==> src/rtl/acc_cpu_mc.sv <==
// acc_cpu_mc: multi-cycle accumulator CPU with req/ack handshaked instruction and data ports.
// One FSM register sequences BOOT/FETCH/EXEC/MEM/HALT; memory requests decode from it.
module acc_cpu_mc #(
   parameter int DW = 8,
   parameter int AW = 5
) (
   input  logic          clk_i,
   input  logic          rst_i,
   output logic          imem_req_o,
   output logic [AW-1:0] imem_addr_o,
   input  logic          imem_ack_i,
   input  logic [AW+3:0] imem_data_i,
   output logic          dmem_req_o,
   output logic          dmem_we_o,
   output logic [AW-1:0] dmem_addr_o,
   output logic [DW-1:0] dmem_wdata_o,
   input  logic          dmem_ack_i,
   input  logic [DW-1:0] dmem_rdata_i,
   output logic [DW-1:0] acc_o,
   output logic [2:0]    sw_o,
   output logic [AW-1:0] pc_o,
   output logic [AW+3:0] ir_o,
   output logic          retire_o,
   output logic          halt_o
);
   localparam int IW = 4 + AW;

   typedef enum logic [2:0] {S_BOOT, S_FETCH, S_EXEC, S_MEM, S_HALT} state_t;
   typedef enum logic [3:0] {
      OP_NOP, OP_LDA, OP_STA, OP_ADD, OP_SUB, OP_AND, OP_OR,  OP_XOR,
      OP_LDI, OP_JMP, OP_JZ,  OP_JN,  OP_JC,  OP_SHL, OP_NOT, OP_HLT
   } op_t;

   state_t        state_q;
   logic          boot_q;
   logic [DW-1:0] acc_q;
   logic [2:0]    sw_q;
   logic [AW-1:0] pc_q;
   logic [IW-1:0] ir_q;
   logic          retire_q;

   op_t           op;
   logic [AW-1:0] opnd;
   logic          is_mem;
   logic          take_jmp;
   logic [DW:0]   sum;
   logic [DW-1:0] acc_d;
   logic          c_d;
   logic [2:0]    sw_d;

   assign op     = op_t'(ir_q[IW-1:AW]);
   assign opnd   = ir_q[AW-1:0];
   assign is_mem = (op >= OP_LDA) && (op <= OP_XOR);

   // Result of the decoded op; EXEC uses it for register ops, MEM once rdata is acked.
   always_comb begin
      sum      = {1'b0, acc_q} + {1'b0, dmem_rdata_i};
      acc_d    = acc_q;
      c_d      = sw_q[2];
      take_jmp = 1'b0;
      case (op)
         OP_LDA: acc_d = dmem_rdata_i;
         OP_ADD: {c_d, acc_d} = sum;
         OP_SUB: begin
            acc_d = acc_q - dmem_rdata_i;
            c_d   = (acc_q < dmem_rdata_i);
         end
         OP_AND: acc_d = acc_q & dmem_rdata_i;
         OP_OR:  acc_d = acc_q | dmem_rdata_i;
         OP_XOR: acc_d = acc_q ^ dmem_rdata_i;
         OP_LDI: acc_d = DW'(opnd);
         OP_JMP: take_jmp = 1'b1;
         OP_JZ:  take_jmp = sw_q[0];
         OP_JN:  take_jmp = sw_q[1];
         OP_JC:  take_jmp = sw_q[2];
         OP_SHL: begin
            acc_d = {acc_q[DW-2:0], 1'b0};
            c_d   = acc_q[DW-1];
         end
         OP_NOT: acc_d = ~acc_q;
         default: ;
      endcase
      sw_d = {c_d, acc_d[DW-1], ~|acc_d};
   end

   always_ff @(posedge clk_i or negedge rst_i) begin
      if (!rst_i) begin
         state_q  <= S_BOOT;
         boot_q   <= 1'b0;
         acc_q    <= '0;
         sw_q     <= '0;
         pc_q     <= '0;
         ir_q     <= '0;
         retire_q <= 1'b0;
      end else begin
         retire_q <= 1'b0;
         case (state_q)
            // The edge that ends the reset cycle is absorbed, so BOOT spans one full cycle.
            S_BOOT: begin
               boot_q <= 1'b1;
               if (boot_q) state_q <= S_FETCH;
            end
            S_FETCH: if (imem_ack_i) begin
               ir_q    <= imem_data_i;
               pc_q    <= pc_q + AW'(1);
               state_q <= S_EXEC;
            end
            S_EXEC: begin
               if (is_mem) begin
                  state_q <= S_MEM;
               end else begin
                  retire_q <= 1'b1;
                  state_q  <= (op == OP_HLT) ? S_HALT : S_FETCH;
                  if (take_jmp) pc_q <= opnd;
                  if (op inside {OP_LDI, OP_SHL, OP_NOT}) begin
                     acc_q <= acc_d;
                     sw_q  <= sw_d;
                  end
               end
            end
            S_MEM: if (dmem_ack_i) begin
               retire_q <= 1'b1;
               state_q  <= S_FETCH;
               if (op != OP_STA) begin
                  acc_q <= acc_d;
                  sw_q  <= sw_d;
               end
            end
            S_HALT: ;
            default: state_q <= S_BOOT;
         endcase
      end
   end

   assign imem_req_o   = (state_q == S_FETCH);
   assign imem_addr_o  = pc_q;
   assign dmem_req_o   = (state_q == S_MEM);
   assign dmem_we_o    = (state_q == S_MEM) && (op == OP_STA);
   assign dmem_addr_o  = opnd;
   assign dmem_wdata_o = acc_q;
   assign acc_o        = acc_q;
   assign sw_o         = sw_q;
   assign pc_o         = pc_q;
   assign ir_o         = ir_q;
   assign retire_o     = retire_q;
   assign halt_o       = (state_q == S_HALT);
endmodule

==> config.mk <==
export PLATFORM = sky130hd
export DESIGN_NAME = acc_cpu_mc
export DESIGN_NICKNAME = d
export VERILOG_FILES = /design/src/rtl/acc_cpu_mc.sv
export SDC_FILE = /design/constraint.sdc
export NUM_CORES = 1
export LEC_CHECK = 0
export CELL_PAD_IN_SITES_DETAIL_PLACEMENT = 1
export CELL_PAD_IN_SITES_GLOBAL_PLACEMENT = 1
export CORE_AREA = 2 2 91 93
export CTS_CLUSTER_SIZE = 28
export DETAILED_ROUTE_END_ITERATION = 10
export DIE_AREA = 0 0 93 95
export HOLD_SLACK_MARGIN = 0.05
export PLACE_DENSITY = 0.86
export SLEW_MARGIN = 10
export SYNTH_ARGS = -nofsm -noshare
export SYNTH_HDL_FRONTEND = slang
export SYNTH_SLANG_ARGS = --single-unit
==> constraint.sdc <==
create_clock -name clk_i -period 5.6 [get_ports clk_i]
set_input_delay 0.84 -clock clk_i [delete_from_list [all_inputs] [get_ports clk_i]]
set_output_delay 0.84 -clock clk_i [all_outputs]
set_load 0.005 [all_outputs]
==> results of run 1 <==
-- cell usage in the layout, fill, tap and decap left out, types with 3 or more instances in the layout --
master / count
inv_1: 27
nor2_1: 23
o21a_1: 5
and2_1: 5
o32ai_1: 3
buf_4: 5
ha_1: 25
nand3_1: 13
nand2_1: 31
nor3b_1: 4
clkbuf_8: 5
a22oi_1: 6
a31oi_1: 6
a21oi_1: 25
mux2i_1: 8
mux2_2: 11
a22o_1: 3
a221oi_1: 3
nor2b_1: 7
nor3_1: 12
o31ai_1: 3
nand2b_1: 7
o21ai_0: 25
clkdlybuf4s50_1: 68
dfrtp_1: 29
o32a_1: 3
o22ai_1: 6
-- worst register-to-register path, cell delays in order, from the launching register on --
cell and delay (ns):
dfrtp_1 0.85, buf_4 0.37, nand2b_1 0.20, o22ai_1 0.20, nand3_1 0.13, a221oi_4 0.78, and4_1 0.31, nand4_1 0.13
o31ai_2 0.20
-- registers in the layout (all words and copies together) (netlist names) --
register and count:
acc_o 7, retire_o 1, boot_q 1, state_q 3, ir_o 9, sw_o 3, imem_addr_o 5
-- metal layers --
layer / vias to the layer above / global-route usage
li1: 1471 / -
met1: 1572 / 0.307
met2: 112 / 0.418
met3: 12 / 0.0271
met4: 0 / 0.0723
met5: - / 0
-- metrics by stage --
stage                     hold WS (ns)  instances  setup slack [ns]  utilization
final                            0.476        533              2.21        0.481
after floorplan                  0.439        392              2.82            -
after global routing             0.517        533              2.02        0.481
after CTS                        0.480        533              2.24        0.481
after detailed placement         0.466        525              1.95        0.471
after global placement           0.455        525              2.07        0.471
-- layout make-up --
class / instances / area [um^2] / share of cell area
Clock buffer: 6 / 72.6 / 0.0190
Sequential cell: 29 / 726 / 0.190
Inverter: 28 / 105 / 0.0276
Clock inverter: 2 / 10.0 / 0.00262
Multi-Input combinational cell: 290 / 2050 / 0.538
Tap cell: 105 / 131 / 0.0344
Timing Repair Buffer: 73 / 718 / 0.188
-- worst paths after layout --
path                                        end  slack [ns]  cells past startpoint
setup reg to reg            sw_o[0]$_DFFE_PN0P_        2.35                      8
min in group asynchronous    boot_q$_DFFE_PN0N_        0.95                      2
hold / removal               boot_q$_DFFE_PN0N_        0.48                      1
setup / recovery            sw_o[0]$_DFFE_PN0P_        2.21                     11
hold reg to reg              boot_q$_DFFE_PN0N_        0.48                      1
max in group asynchronous  acc_o[2]$_DFFE_PN0P_        4.37                      2
-- kinds of logic (layout without fill, tap and decap cells) --
kind of cell / after synthesis / in the layout / synth area share
AO/OA/AOI/OAI: 116 / 116 / 0.253
XOR/XNOR: 3 / 3 / 0.0107
adder cells (fa/ha/maj): 27 / 27 / 0.111
buffers and inverters: 73 / 109 / 0.123
flip-flops: 29 / 29 / 0.229
multiplexers: 19 / 19 / 0.0644
AND/OR/NAND/NOR: 125 / 125 / 0.208
-- power groups by stage --
stage	combinational (W)	clock, W	sequential (W)
after global routing	0.00176	0.000183	0.000536
after CTS	0.00160	0.000174	0.000508
after global placement	0.00154	0	0.000500
after floorplan	0.00115	0	0.000411
after detailed placement	0.00159	0	0.000511
final	0.00161	0.000172	0.000508
==> reports/results.ini, run 1 <==
[cells_and_area]
drive_gt1_frac = 0.0841
design_area_um2 = 3810
antenna_cells = 0
nets = 475
fillerInstances = 983
syn2layout_area_growth_pct = 20.4

[floorplan]
die_h_um = 95
fp.coreArea_um2 = 7930
die_area_um2 = 8840
fp.dieW_um = 93
start_util = 0.400
fp-row-count = 33
pin_count = 69

[detailed_routing]
drt-total-wl_mm = 10.1
wl_met1_mm = 4.49
drt.antenna.violating_nets = 0
viasPerCell = 5.94
wl_per_cell_um = 18.9
drtIter0Drc = 227
drc_errors = 0
dr.pass1.iters = 4
dr_wl_met3_um = 454
wl_met2_mm = 5.03
top_layer_used = met4
via_count = 3167

[synthesis]
synth_edf_count = 0
synth_most_common_cell = nand2_1
ys_ff_latch = 29
yosys_warnings = 0
avgSynthCellArea_um2 = 8.08
synthTopCellsByArea = dfrtp_1 (23%), ha_1 (9.9%), buf_4 (5.7%)
syn-num-nets = 440
netlist.area_leader.share = 0.229
yosys.cell_types.count = 69
synth_area_um2 = 3170
syn_inst = 392
postSynth.asyncResetShare = 1.00
netlist_top_cells_count = nand2_1 (31), dfrtp_1 (29), inv_1 (27)
synth_top_area_cell = dfrtp_1
synth-seq-area-share = 0.229
ys.flop_type = dfrtp_1

[worst_setup_path]
cp_max_fo = 4
worstPathRequired_ns = 5.80
path_cells = clkdlybuf4s50_1, ha_1, inv_1, fa_1, nor3b_1, nor3_1, o31ai_1, a221oi_1, o21ai_1, or2_0, o31ai_2
crit_type = input pin to flop
worst_setup_path_start_kind = input pin
critPathTopFamily = compound AO/OA/AOI/OAI gates
crit_slowest_cell = clkdlybuf4s50_1
max_stage_delay_ns = 0.56
cp_num_buf_inv = 2
crit_arrival_ns = 3.59
r2r-start = ir_o[5]$_DFFE_PN0P_
startpoint = dmem_rdata_i[0]
endpoint_kind = flop

[clocking]
htreeDepth = 2
ctsHoldBuffers = 0
cts_buffer_depth = 2
cts_setup_buffers = 0
cts_sinks = 29
cts_tree = yes
post_cts_resized = 0
clkTransAtPathRegs_ns = 0.07
numCtsBuffers = 5
root_buffer = clkbuf_8
clk_latency_ns = 0.28

[sta]
rsz0062_at_grt = no
hold_viol = 0
max_freq_mhz = 295
finalSetupViolCount = 0
finalMaxSlewViolations = 0
finalSetupTns_ns = 0
period_minus_slack_ns = 3.39
fin_skew_ns = 0.00511
post-route-period-util = 0.606
tightest_slew_ns = 1.08
slew_headroom = 0.277

[place]
dpl-instance-area_um2 = 3730
place_hpwl_mm = 7.58
gp_congestion = 0.927
io_buffers = 68

[job]
drv_cap = 0

[worst_hold_path]
min_from = boot_q$_DFFE_PN0N_
hold_path.class = flop to flop

[grt]
grt_max_degree = 37
grt_remaining_overflow = 0
grt_pass1_wl_mm = 16.6
track_usage = 0.238
antenna_found_initial = 0
grt_pass1_vias = 3233

[power_and_ir_drop]
power_frac_seq = 0.222
p_comb_frac = 0.703
power_density_nw_per_um2 = 600
cell_internal_pwr_w = 0.00116
totalPowerFinal_w = 0.00229
leakagePower_nw = 1.57
vdd_drop_max_uv = 173
p_sw_w = 0.00113
clkPwrFrac = 0.075
sw_frac_of_total = 0.495

[run_status]
status = finished, final reports clean

Power figures use the tool's default switching activity.
==> inputs of run 2 (changes only) <==
--- a/config.mk
+++ b/config.mk
@@ -7,12 +7,12 @@
 export LEC_CHECK = 0
 export CELL_PAD_IN_SITES_DETAIL_PLACEMENT = 1
 export CELL_PAD_IN_SITES_GLOBAL_PLACEMENT = 1
-export CORE_AREA = 2 2 91 93
+export CORE_AREA = 2 2 100 102
 export CTS_CLUSTER_SIZE = 28
 export DETAILED_ROUTE_END_ITERATION = 10
-export DIE_AREA = 0 0 93 95
+export DIE_AREA = 0 0 102 104
 export HOLD_SLACK_MARGIN = 0.05
-export PLACE_DENSITY = 0.86
+export PLACE_DENSITY = 0.76
 export SLEW_MARGIN = 10
 export SYNTH_ARGS = -nofsm -noshare
 export SYNTH_HDL_FRONTEND = slang
==> constraint.sdc (replaced) <==
create_clock -name clk_i -period 2.9 [get_ports clk_i]
set_input_delay 0.435 -clock clk_i [delete_from_list [all_inputs] [get_ports clk_i]]
set_output_delay 0.435 -clock clk_i [all_outputs]
set_load 0.005 [all_outputs]
==> run 2 against run 1 <==
  * Combinational power is 120% higher
  * Critical path depth stayed put
  * Wire length is 10% higher
  * Register-to-register slack worse by 2.1 ns
  * Design area is 9.2% higher
  * Setup slack worse by 2.0 ns
  * Sequential share of layout area is 1.6 points lower
  * Die area is 20% higher
==> reports/results.ini, run 2 (same netlist as run 1, synthesis figures left out) <==
[power_and_ir_drop]
vdd_drop_max_uv = 312
power_density_nw_per_um2 = 1160
leakagePower_nw = 1.77
totalPowerFinal_w = 0.00484

[floorplan]
pin_count = 69
start_util = 0.332
fp.dieW_um = 102
fp.coreArea_um2 = 9550
die_h_um = 104
fp-row-count = 36
die_area_um2 = 10600

[cells_and_area]
drive_gt1_frac = 0.167
final_cell_mix = clkdlybuf4s50_1 (67), buf_4 (44), nand2_1 (31)
fin_util = 0.436
nets = 514
antenna_cells = 0
largest_reg_flops = 9
layout_commonest_cell = clkdlybuf4s50_1
design_area_um2 = 4170
syn2layout_area_growth_pct = 31.6
fillerInstances = 1189

[worst_setup_path]
path_cells = clkdlybuf4s50_1, inv_1, ha_1, o21ba_2, nor4_1, buf_4, nand4bb_1, a21oi_1, a2bb2oi_1, or2_0, o31ai_2
max_stage_delay_ns = 0.48
endpoint_kind = flop
crit_type = input pin to flop
regToRegSetupSlack_ns = 0.21
cp_num_buf_inv = 3
r2r_cells = 10
crit_arrival_ns = 2.94
rr_endpoint = sw_o[0]$_DFFE_PN0P_
cp_max_fo = 4
critPathTopFamily = buffers and inverters
crit_slowest_cell = clkdlybuf4s50_1
worstPathRequired_ns = 3.11
worst_setup_path_start_kind = input pin
r2r-start = acc_o[1]$_DFFE_PN0P_

[detailed_routing]
drc_errors = 0
via_count = 3312
wl_per_cell_um = 18.5
drtIter0Drc = 192
drt-total-wl_mm = 11.1
drt.antenna.violating_nets = 0
viasPerCell = 5.52
dr.pass1.iters = 4

[place]
dpl-instance-area_um2 = 4060
place_hpwl_mm = 8.60
gp_congestion = 0.905
io_buffers = 68

[sta]
slew_headroom = 0.612
hold_slack_ns = 0.473
finalMaxSlewViolations = 0
fin_skew_ns = 0.0176
period_minus_slack_ns = 2.74
max_freq_mhz = 366
tightest_slew_ns = 0.582
rsz0062_at_grt = no
finalSetupViolCount = 0
hold_viol = 0
post-route-period-util = 0.943

[clocking]
root_buffer = clkbuf_8
clk_latency_ns = 0.29
ctsHoldBuffers = 0
post_cts_resized = 0
cts_tree = yes
numCtsBuffers = 5
htreeDepth = 2
cts_sinks = 29
clkTransAtPathRegs_ns = 0.08
cts_setup_buffers = 0
cts_buffer_depth = 2

[worst_hold_path]
hold-path-cell-count = 1
hold_path.class = flop to flop
min_from = boot_q$_DFFE_PN0N_
min_delay_worst_endpoint = boot_q$_DFFE_PN0N_

[job]
drv_cap = 0

[grt]
grt_pass1_wl_mm = 17.8
track_usage = 0.210
grt_max_degree = 31
grt_remaining_overflow = 0
grt_pass1_vias = 3368
antenna_found_initial = 0

[run_status]
status = finished, final reports clean

==> run 2: worst max-delay path by stage <==
stage	cells past startpoint	from	endpoint	slack, ns
after floorplan	11	acc_o[0]$_DFFE_PN0P_	sw_o[0]$_DFFE_PN0P_	0.43
after global placement	12	dmem_rdata_i[0]	sw_o[0]$_DFFE_PN0P_	-0.11
after detailed placement	13	dmem_rdata_i[0]	sw_o[0]$_DFFE_PN0P_	-0.27
after CTS	13	dmem_rdata_i[0]	sw_o[0]$_DFFE_PN0P_	0.04
after global routing	12	dmem_rdata_i[1]	sw_o[1]$_DFFE_PN0P_	0.01
final	11	dmem_rdata_i[1]	sw_o[0]$_DFFE_PN0P_	0.16
==> run 2: cell type report <==
| class | instances | area (um^2) | area share |
|---|---|---|---|
| Multi-Input combinational cell | 290 | 2070 | 0.498 |
| Clock buffer | 6 | 72.6 | 0.0174 |
| Timing Repair Buffer | 112 | 1010 | 0.243 |
| Tap cell | 133 | 166 | 0.0399 |
| Inverter | 28 | 105 | 0.0252 |
| Clock inverter | 2 | 10.0 | 0.00240 |
| Sequential cell | 29 | 726 | 0.174 |
==> run 2: stage by stage <==
step	setup slack, ns	instances	TNS, ns
after global placement	-0.110	592	-0.111
final	0.165	600	0
after floorplan	0.425	392	0
after CTS	0.0360	600	0
after detailed placement	-0.266	592	-0.694
after global routing	0.0116	600	0
==> run 2: per-layer routing <==
| layer | GRT usage | share of wire |
|---|---|---|
| met5 | 0 | 0 |
| met4 | 0.0400 | 0.0098 |
| met3 | 0.0215 | 0.047 |
| met2 | 0.356 | 0.50 |
| met1 | 0.287 | 0.44 |
==> run 2: power by group <==
group	internal, W	switching, W
sequential	0.000584	0.000311
clock	0.000166	0.000174
combinational	0.00175	0.00186
total	0.00250	0.00234
==> run 2: worst register-to-register path: stages (launching register included) <==
cell and delay, ns:
dfrtp_1 0.53, inv_1 0.17, ha_1 0.35, o21ba_2 0.25
nor4_1 0.28, buf_4 0.18, nand4bb_1 0.17, a21oi_1 0.09
a2bb2oi_1 0.16, or2_0 0.22, o31ai_2 0.20
